$ cat src/rtl/execute_issue_ctrl_if.sv
// Handshake and operand bundle between decode, the issue controller, the ALU/MDU and writeback.
// The master side is decode/writeback; the slave side is the issue controller.
interface execute_issue_ctrl_if #(
  parameter int WORD_SIZE = 32
);
  logic                 id_valid;
  logic                 id_ready;
  logic [6:0]           id_funct7;
  logic [2:0]           id_funct3;
  logic [WORD_SIZE-1:0] id_src1;
  logic [WORD_SIZE-1:0] id_src2;
  logic [4:0]           id_rd;
  logic                 id_we;
  logic                 flush;
  logic [WORD_SIZE-1:0] ex_src1;
  logic [WORD_SIZE-1:0] ex_src2;
  logic [6:0]           ex_funct7;
  logic [2:0]           ex_funct3;
  logic [4:0]           ex_rd;
  logic                 ex_we;
  logic                 mdu_start;
  logic                 ex_valid;
  logic                 wb_ready;
  logic                 busy;

  modport master (
    output id_valid, id_funct7, id_funct3, id_src1, id_src2, id_rd, id_we, flush, wb_ready,
    input  id_ready, ex_src1, ex_src2, ex_funct7, ex_funct3, ex_rd, ex_we, mdu_start,
           ex_valid, busy
  );

  modport slave (
    input  id_valid, id_funct7, id_funct3, id_src1, id_src2, id_rd, id_we, flush, wb_ready,
    output id_ready, ex_src1, ex_src2, ex_funct7, ex_funct3, ex_rd, ex_we, mdu_start,
           ex_valid, busy
  );
endinterface

$ cat src/rtl/execute_issue_ctrl.sv
// Issue controller in front of the execute stage: latches one decoded op per handshake, counts
// out multi-cycle MUL/DIV ops and holds the result for writeback under backpressure.
module execute_issue_ctrl #(
  parameter int WORD_SIZE   = 32,
  parameter int MUL_LATENCY = 3,
  parameter int DIV_LATENCY = 32
) (
  input logic                  clk,
  input logic                  rst,
  execute_issue_ctrl_if.slave  ctrl_if
);
  localparam int MAX_LAT = (MUL_LATENCY > DIV_LATENCY) ? MUL_LATENCY : DIV_LATENCY;
  localparam int CNT_W   = (MAX_LAT > 1) ? $clog2(MAX_LAT) : 1;

  typedef enum logic [1:0] {
    ST_IDLE  = 2'd0,
    ST_MULTI = 2'd1,
    ST_DONE  = 2'd2
  } state_e;

  state_e               state_q, state_d;
  logic [CNT_W-1:0]     cnt_q, cnt_d;
  logic                 mdu_start_q, mdu_start_d;
  logic                 ex_valid_q, ex_valid_d;
  logic                 busy_q, busy_d;
  logic [WORD_SIZE-1:0] ex_src1_q, ex_src2_q;
  logic [6:0]           ex_funct7_q;
  logic [2:0]           ex_funct3_q;
  logic [4:0]           ex_rd_q;
  logic                 ex_we_q;

  logic                 ready_s;
  logic                 accept_s;
  logic                 is_mext_s;
  logic                 load_s;
  logic [CNT_W-1:0]     lat_s;

  // Ready is held low during reset and in the flush cycle so nothing is accepted then.
  always_comb begin
    ready_s   = !rst && !ctrl_if.flush &&
                ((state_q == ST_IDLE) || ((state_q == ST_DONE) && ctrl_if.wb_ready));
    accept_s  = ctrl_if.id_valid && ready_s;
    is_mext_s = (ctrl_if.id_funct7 == 7'b0000001);
    lat_s     = ctrl_if.id_funct3[2] ? CNT_W'(DIV_LATENCY - 1) : CNT_W'(MUL_LATENCY - 1);
  end

  // Next-state logic; an accept from DONE reloads on the same edge for back-to-back issue.
  always_comb begin
    state_d     = state_q;
    cnt_d       = cnt_q;
    mdu_start_d = 1'b0;
    load_s      = 1'b0;
    if (ctrl_if.flush) begin
      state_d = ST_IDLE;
      cnt_d   = '0;
    end else begin
      case (state_q)
        ST_IDLE, ST_DONE: begin
          if (accept_s) begin
            load_s = 1'b1;
            if (is_mext_s) begin
              state_d     = ST_MULTI;
              cnt_d       = lat_s;
              mdu_start_d = 1'b1;
            end else begin
              state_d = ST_DONE;
            end
          end else if ((state_q == ST_DONE) && !ctrl_if.wb_ready) begin
            state_d = ST_DONE;
          end else begin
            state_d = ST_IDLE;
          end
        end
        ST_MULTI: begin
          if (cnt_q == '0) begin
            state_d = ST_DONE;
          end else begin
            cnt_d = cnt_q - 1'b1;
          end
        end
        default: begin
          state_d = ST_IDLE;
          cnt_d   = '0;
        end
      endcase
    end
    ex_valid_d = (state_d == ST_DONE);
    busy_d     = (state_d != ST_IDLE);
  end

  // State, counter and status flops; ex_* fields only move on an accepted op.
  always_ff @(posedge clk or posedge rst) begin
    if (rst) begin
      state_q     <= ST_IDLE;
      cnt_q       <= '0;
      mdu_start_q <= 1'b0;
      ex_valid_q  <= 1'b0;
      busy_q      <= 1'b0;
      ex_src1_q   <= '0;
      ex_src2_q   <= '0;
      ex_funct7_q <= 7'd0;
      ex_funct3_q <= 3'd0;
      ex_rd_q     <= 5'd0;
      ex_we_q     <= 1'b0;
    end else begin
      state_q     <= state_d;
      cnt_q       <= cnt_d;
      mdu_start_q <= mdu_start_d;
      ex_valid_q  <= ex_valid_d;
      busy_q      <= busy_d;
      if (load_s) begin
        ex_src1_q   <= ctrl_if.id_src1;
        ex_src2_q   <= ctrl_if.id_src2;
        ex_funct7_q <= ctrl_if.id_funct7;
        ex_funct3_q <= ctrl_if.id_funct3;
        ex_rd_q     <= ctrl_if.id_rd;
        ex_we_q     <= ctrl_if.id_we;
      end
    end
  end

  assign ctrl_if.id_ready  = ready_s;
  assign ctrl_if.ex_src1   = ex_src1_q;
  assign ctrl_if.ex_src2   = ex_src2_q;
  assign ctrl_if.ex_funct7 = ex_funct7_q;
  assign ctrl_if.ex_funct3 = ex_funct3_q;
  assign ctrl_if.ex_rd     = ex_rd_q;
  assign ctrl_if.ex_we     = ex_we_q & ex_valid_q;
  assign ctrl_if.mdu_start = mdu_start_q;
  assign ctrl_if.ex_valid  = ex_valid_q;
  assign ctrl_if.busy      = busy_q;
endmodule

$ cat src/flat_wrapper.sv
// flat-port wrapper written by rule: the top's interface ports become plain ports
module execute_issue_ctrl_flat 
#(
  parameter int WORD_SIZE   = 32,
  parameter int MUL_LATENCY = 3,
  parameter int DIV_LATENCY = 32
)
  (clk, rst, ctrl_if_id_valid, ctrl_if_id_funct7, ctrl_if_id_funct3, ctrl_if_id_src1, ctrl_if_id_src2, ctrl_if_id_rd, ctrl_if_id_we, ctrl_if_flush, ctrl_if_wb_ready, ctrl_if_id_ready, ctrl_if_ex_src1, ctrl_if_ex_src2, ctrl_if_ex_funct7, ctrl_if_ex_funct3, ctrl_if_ex_rd, ctrl_if_ex_we, ctrl_if_mdu_start, ctrl_if_ex_valid, ctrl_if_busy);
  execute_issue_ctrl_if #(.WORD_SIZE(WORD_SIZE)) ctrl_if_i ();
  input logic clk;
  input logic rst;
  input wire logic [$bits(ctrl_if_i.id_valid)-1:0] ctrl_if_id_valid;
  input wire logic [$bits(ctrl_if_i.id_funct7)-1:0] ctrl_if_id_funct7;
  input wire logic [$bits(ctrl_if_i.id_funct3)-1:0] ctrl_if_id_funct3;
  input wire logic [$bits(ctrl_if_i.id_src1)-1:0] ctrl_if_id_src1;
  input wire logic [$bits(ctrl_if_i.id_src2)-1:0] ctrl_if_id_src2;
  input wire logic [$bits(ctrl_if_i.id_rd)-1:0] ctrl_if_id_rd;
  input wire logic [$bits(ctrl_if_i.id_we)-1:0] ctrl_if_id_we;
  input wire logic [$bits(ctrl_if_i.flush)-1:0] ctrl_if_flush;
  input wire logic [$bits(ctrl_if_i.wb_ready)-1:0] ctrl_if_wb_ready;
  output wire logic [$bits(ctrl_if_i.id_ready)-1:0] ctrl_if_id_ready;
  output wire logic [$bits(ctrl_if_i.ex_src1)-1:0] ctrl_if_ex_src1;
  output wire logic [$bits(ctrl_if_i.ex_src2)-1:0] ctrl_if_ex_src2;
  output wire logic [$bits(ctrl_if_i.ex_funct7)-1:0] ctrl_if_ex_funct7;
  output wire logic [$bits(ctrl_if_i.ex_funct3)-1:0] ctrl_if_ex_funct3;
  output wire logic [$bits(ctrl_if_i.ex_rd)-1:0] ctrl_if_ex_rd;
  output wire logic [$bits(ctrl_if_i.ex_we)-1:0] ctrl_if_ex_we;
  output wire logic [$bits(ctrl_if_i.mdu_start)-1:0] ctrl_if_mdu_start;
  output wire logic [$bits(ctrl_if_i.ex_valid)-1:0] ctrl_if_ex_valid;
  output wire logic [$bits(ctrl_if_i.busy)-1:0] ctrl_if_busy;
  assign ctrl_if_i.id_valid = ctrl_if_id_valid;
  assign ctrl_if_i.id_funct7 = ctrl_if_id_funct7;
  assign ctrl_if_i.id_funct3 = ctrl_if_id_funct3;
  assign ctrl_if_i.id_src1 = ctrl_if_id_src1;
  assign ctrl_if_i.id_src2 = ctrl_if_id_src2;
  assign ctrl_if_i.id_rd = ctrl_if_id_rd;
  assign ctrl_if_i.id_we = ctrl_if_id_we;
  assign ctrl_if_i.flush = ctrl_if_flush;
  assign ctrl_if_i.wb_ready = ctrl_if_wb_ready;
  assign ctrl_if_id_ready = ctrl_if_i.id_ready;
  assign ctrl_if_ex_src1 = ctrl_if_i.ex_src1;
  assign ctrl_if_ex_src2 = ctrl_if_i.ex_src2;
  assign ctrl_if_ex_funct7 = ctrl_if_i.ex_funct7;
  assign ctrl_if_ex_funct3 = ctrl_if_i.ex_funct3;
  assign ctrl_if_ex_rd = ctrl_if_i.ex_rd;
  assign ctrl_if_ex_we = ctrl_if_i.ex_we;
  assign ctrl_if_mdu_start = ctrl_if_i.mdu_start;
  assign ctrl_if_ex_valid = ctrl_if_i.ex_valid;
  assign ctrl_if_busy = ctrl_if_i.busy;
  execute_issue_ctrl #(.WORD_SIZE(WORD_SIZE), .MUL_LATENCY(MUL_LATENCY), .DIV_LATENCY(DIV_LATENCY)) u_core (.clk(clk), .rst(rst), .ctrl_if(ctrl_if_i));
endmodule
$ cat config.mk
export PLATFORM = sky130hd
export DESIGN_NAME = execute_issue_ctrl_flat
export DESIGN_NICKNAME = d
export VERILOG_FILES = /design/src/rtl/execute_issue_ctrl_if.sv /design/src/rtl/execute_issue_ctrl.sv /design/src/flat_wrapper.sv
export SDC_FILE = /design/constraint.sdc
export NUM_CORES = 1
export LEC_CHECK = 0
export CAP_MARGIN = 10
export CORE_UTILIZATION = 30
export CTS_CLUSTER_DIAMETER = 120
export DETAILED_ROUTE_END_ITERATION = 12
export GPL_TIMING_DRIVEN = 0
export HOLD_SLACK_MARGIN = 0.15
export SETUP_SLACK_MARGIN = 0.15
export SLEW_MARGIN = 5
export SYNTH_ARGS = -nofsm -noshare
export SYNTH_HDL_FRONTEND = slang
export SYNTH_SLANG_ARGS = --single-unit
$ cat constraint.sdc
create_clock -name clk -period 7 [get_ports clk]
set_input_delay 1.4 -clock clk [delete_from_list [all_inputs] [get_ports clk]]
set_output_delay 1.4 -clock clk [all_outputs]
set_load 0.01 [all_outputs]
* Word-level counts from Yosys, hierarchy flattened
Index checks and enable logic that the tools add are counted.
** Word-level totals
- Bits of input ports :: 85
- Bits in registers :: 90
- Output and inout port bits :: 84
** Cells by class
- Eq/ne operators :: 7
- Reductions and logical operators :: 14
- Mux-type cells :: 19
- Bitwise gates (word level) :: 1
- Add/sub/neg operators :: 1
** Operators by type and width (number)
- 5-bit 2-to-1 mux :: 5
- 2-bit 2-to-1 mux :: 5
- 5-bit case mux with 2 select lines :: 1
- 7-bit by 1-bit == test with 1-bit output (second input constant) :: 1
- 1-bit 2-to-1 mux :: 7
- 3-bit by 2-bit != test with 1-bit output (second input constant) :: 2
- 1-bit logical AND :: 5
- 5-bit zero test :: 1
- 5-bit by 1-bit subtractor with 5-bit output (second input constant) :: 1
- 2-bit == test (second input constant) :: 2
- 2-bit case mux with 2 select lines :: 1
- 1-bit zero test :: 3
- 3-bit != test (second input constant) :: 1
- 3-bit AND reduction :: 1
- 2-bit by 1-bit == test with 1-bit output (second input constant) :: 1
- 2-bit zero test :: 1
- 2-bit nonzero test :: 1
- 2-bit OR reduction :: 1
- 1-bit bitwise AND :: 1
- 1-bit logical OR :: 1

* Longest topological paths before layout
- Word-level depth :: 9
- Gate-level depth with buffers :: 7
- Mapped depth without buffers :: 7

* Worst setup path before layout
No wires, ideal clock.
- Path type :: in2out
- Start :: in rst
- End :: out ctrl_if_id_ready
- Data arrival time :: 3735 ps
- Stages :: 2
- Path slack :: 1865 ps
- Cell sequence :: inv_1 and3_1
** On the way
- Cells in the longest elaborated chain, start to end :: 3
** RTL lines
- start: declaration :: line flat_wrapper.sv:11 : input logic rst;
- 1-bit zero test (no source line)
- 1-bit logical AND (2 in series) :: line execute_issue_ctrl.sv:40 : ready_s = !rst && !ctrl_if.flush &&
- end: declaration :: line flat_wrapper.sv:21 : output wire logic [$bits(ctrl_if_i.id_ready)-1:0] ctrl_if_id_ready;
Every way passes these cells.

* Worst setup path after layout
Ends and elaborated chain as after synthesis.

==> results.json <==
{
  "remaining_global_route_overflow": 0,
  "die_y_um": 111,
  "finish.cell_count_without_fillers": 561,
  "cts_max_path_buffers": 2,
  "clock_sinks": 90,
  "timing.rr.end": "u_core.cnt_q[3]",
  "dr_total_vias": 2493,
  "synth_seq_area_share_pct": 63.4,
  "numCtsBuffers": 9,
  "netlist-cell-type-count": 36,
  "viasPerCell": 4.44,
  "cts.clk_slew.worst_paths_ns": 0.06,
  "stdcell_area_sq_um": 5790,
  "grt_setup_unrepaired": "false",
  "floorplan_die_area_sq_um": 12300,
  "critical_path.reg2reg.startpoint": "u_core.cnt_q[1]",
  "highest_fanout_seen_on_the_critical_path": 49,
  "largest_net_degree_at_the_start_of_global_routing": 50,
  "fin_worst_hold_slack_ns": 0.502,
  "yosysWarnings": 0,
  "max_slew_violation_count": 0,
  "p_per_area_nw_per_um2": 284,
  "slew_headroom_pct": 61.1,
  "clkPwrFrac_pct": 34.6,
  "synth_nets": 320,
  "transition_time_at_the_pin_with_the_least_slew_margin_ns": 0.584,
  "dpl_cell_area_sq_um": 5430,
  "global_route_wire_length_before_repair_um": 13800,
  "synth_area_sq_um": 3550,
  "cts_tree": "yes",
  "route.detailed.drc": 0,
  "clock_tree.root_cell": "clkbuf_16",
  "leakage_nw": 2.42,
  "post_synth_inst_count": 234,
  "finalClockSkew_ns": 0.00414,
  "hold_class": "reg2reg",
  "die_width_um": 111,
  "syn_area_per_cell_sq_um": 15.2,
  "setup-tns-final_ns": 0,
  "detail_route.wirelength_um": 8510,
  "final.period_utilization_pct": 68.4,
  "wire_per_inst_um": 15.2,
  "final_core_util_pct": 50.5,
  "drv_cap": 0,
  "initial_utilization_pct": 31.0,
  "fp.coreArea_sq_um": 11500,
  "power.switching_uw": 383,
  "cts.repair_timing.setup_buffer_count": 0,
  "worstRegToRegCells": 7,
  "synthToLayoutAreaGrowth_pct": 62.9,
  "ioPinCount": 169,
  "worstPathArrival_ns": 3.38,
  "cp_endpoint": "ctrl_if_id_ready",
  "layout-drive-gt1-share_pct": 27.5,
  "crit_type": "in2out",
  "finalSetupViolCount": 0,
  "critPathLaunch": "rst",
  "power.combinational.fraction_pct": 25.3,
  "detailed_place_hpwl_um": 6190,
  "crit_required_ns": 5.60,
  "cts_htree_levels": 3,
  "row_count": 39,
  "placed_cells_incl_taps": 545,
  "antenna_cells_inserted": 0,
  "sequentialPowerShare_pct": 40.2,
  "fill_cells": 1029,
  "grt_util_all_layers_pct": 14.5,
  "preCtsSetupSlack_ns": 2.16,
  "firstDrtPassIters": 4,
  "layout_common_cells": "clkdlybuf4s50_1, dfrtp_1, mux2_2",
  "vias_in_the_first_global_route": 2637,
  "nature_of_the_critical_path_endpoint": "primary output",
  "sw_frac_of_total_pct": 23.4,
  "timing.final.ws_setup_ns": 2.22,
  "peakVddDrop_mv": 0.117,
  "initial_antenna_violation_count": 0,
  "post_cts_hold_buffer_count": 0,
  "synth.ff_latch_count": 90,
  "antenna_left": 0,
  "internal_power_mw": 1.26,
  "clk-insertion-delay-late_ns": 0.34,
  "drt_first_iter_violations": 44,
  "run_status": "finished clean",
  "multi_input_comb_area_sq_um": 1210,
  "max_freq_ghz": 0.209,
  "timing.reg2reg.setup_slack_ns": 5.03,
  "start_kind": "input pin",
  "gp_routability_congestion": 0.768,
  "nets": 499,
  "port-buffer-count": 167,
  "ctsResizeCount": 0,
  "power_mw": 1.64,
  "regArea_sq_um": 2250,
  "mostFrequentLayoutCell": "clkdlybuf4s50_1",
  "report.final.hold_viol_count": 0,
  "timing.final.crit_period_ns": 4.78
}
kinds of logic after synthesis:
group           Yosys count  share of synthesized area, %
flops                    90                          63.4
buf+inv                  16                          2.43
xor+xnor                  1                         0.247
fa+ha+maj                 1                         0.352
compound gates           17                          3.77
simple gates             29                          4.47
mux                      80                          25.4
registers in the layout, indices dropped and copies added, names as in the netlist:
signal / count
u_core.state_q: 2
u_core.ctrl_if.ex_src2: 32
u_core.ctrl_if.ex_rd: 5
u_core.ctrl_if.ex_src1: 32
u_core.ctrl_if.ex_funct7: 7
u_core.ctrl_if.ex_funct3: 3
u_core.ex_we_q: 1
u_core.cnt_q: 5
u_core.ctrl_if.mdu_start: 1
u_core.ctrl_if.ex_valid: 1
u_core.ctrl_if.busy: 1
layout make-up:
| cell class | count | share of cell area, % |
|---|---|---|
| multi-input cells | 128 | 21.0 |
| repair buffers | 168 | 29.4 |
| clock buffers | 11 | 4.37 |
| well taps | 143 | 3.09 |
| plain buffers | 12 | 1.23 |
| inverters | 4 | 0.303 |
| flip-flops and latches | 90 | 38.9 |
| clock inverters | 5 | 1.73 |
layer usage:
| metal | track usage (%) | up-vias | routed length [um] |
|---|---|---|---|
| met4 | 6.67 | 0 | 144 |
| met1 | 17.7 | 1221 | 3640 |
| met2 | 24.0 | 78 | 4260 |
| met3 | 3.66 | 11 | 463 |
| met5 | 0 | - | 0 |
| li1 | - | 1183 | - |
Yosys cell counts, drive strengths merged:
cell type | n | area share [%]
a211oi | 1 | 0.21
a21o | 2 | 0.42
a21oi | 5 | 0.81
a31o | 1 | 0.25
a31oi | 1 | 0.18
a41oi | 1 | 0.25
and2 | 2 | 0.35
and2b | 1 | 0.21
and3 | 1 | 0.18
buf | 12 | 2.0
dfrtp | 90 | 63
ha | 1 | 0.35
inv | 4 | 0.42
mux2 | 80 | 25
nand2 | 3 | 0.32
nand2b | 2 | 0.35
nand3 | 2 | 0.28
nand4 | 1 | 0.18
nor2 | 7 | 0.74
nor2b | 1 | 0.18
nor3 | 5 | 0.70
nor4b | 1 | 0.25
o21a | 1 | 0.21
o21ai | 1 | 0.14
o21bai | 1 | 0.32
o311ai | 1 | 0.46
o32a | 1 | 0.28
o41ai | 1 | 0.25
or3 | 1 | 0.18
or3b | 2 | 0.56
xor2 | 1 | 0.25
critical path: stages:
cell             delay [ns]
clkdlybuf4s50_1        0.45
inv_4                  0.45
buf_16                 0.31
and3_1                 0.20
clkdlybuf4s50_1        0.53
worst min-delay path by stage:
stage / startpoint / end / depth (start not counted)
global route: u_core.ctrl_if.ex_funct7[6] / u_core.ctrl_if.ex_funct7[6] / 1
CTS: u_core.ctrl_if.ex_src2[24] / u_core.ctrl_if.ex_src2[24] / 1
detailed placement: u_core.ctrl_if.ex_src2[24] / u_core.ctrl_if.ex_src2[24] / 1
global placement: u_core.ctrl_if.ex_src2[28] / u_core.ctrl_if.ex_src2[28] / 1
floorplan: u_core.ex_we_q / u_core.ex_we_q / 1
finish: u_core.ctrl_if.ex_src1[10] / u_core.ctrl_if.ex_src1[10] / 1
power groups by stage:
stage                     Clock [mW]  Combinational [mW]  Sequential [mW]
after detailed placement           0               0.421            0.669
after CTS                      0.586               0.422            0.660
final                          0.567               0.415            0.659
after floorplan                    0               0.107            0.715
after global routing           0.607               0.440            0.670
after global placement             0               0.416            0.665
Power figures use the tool's default switching activity.
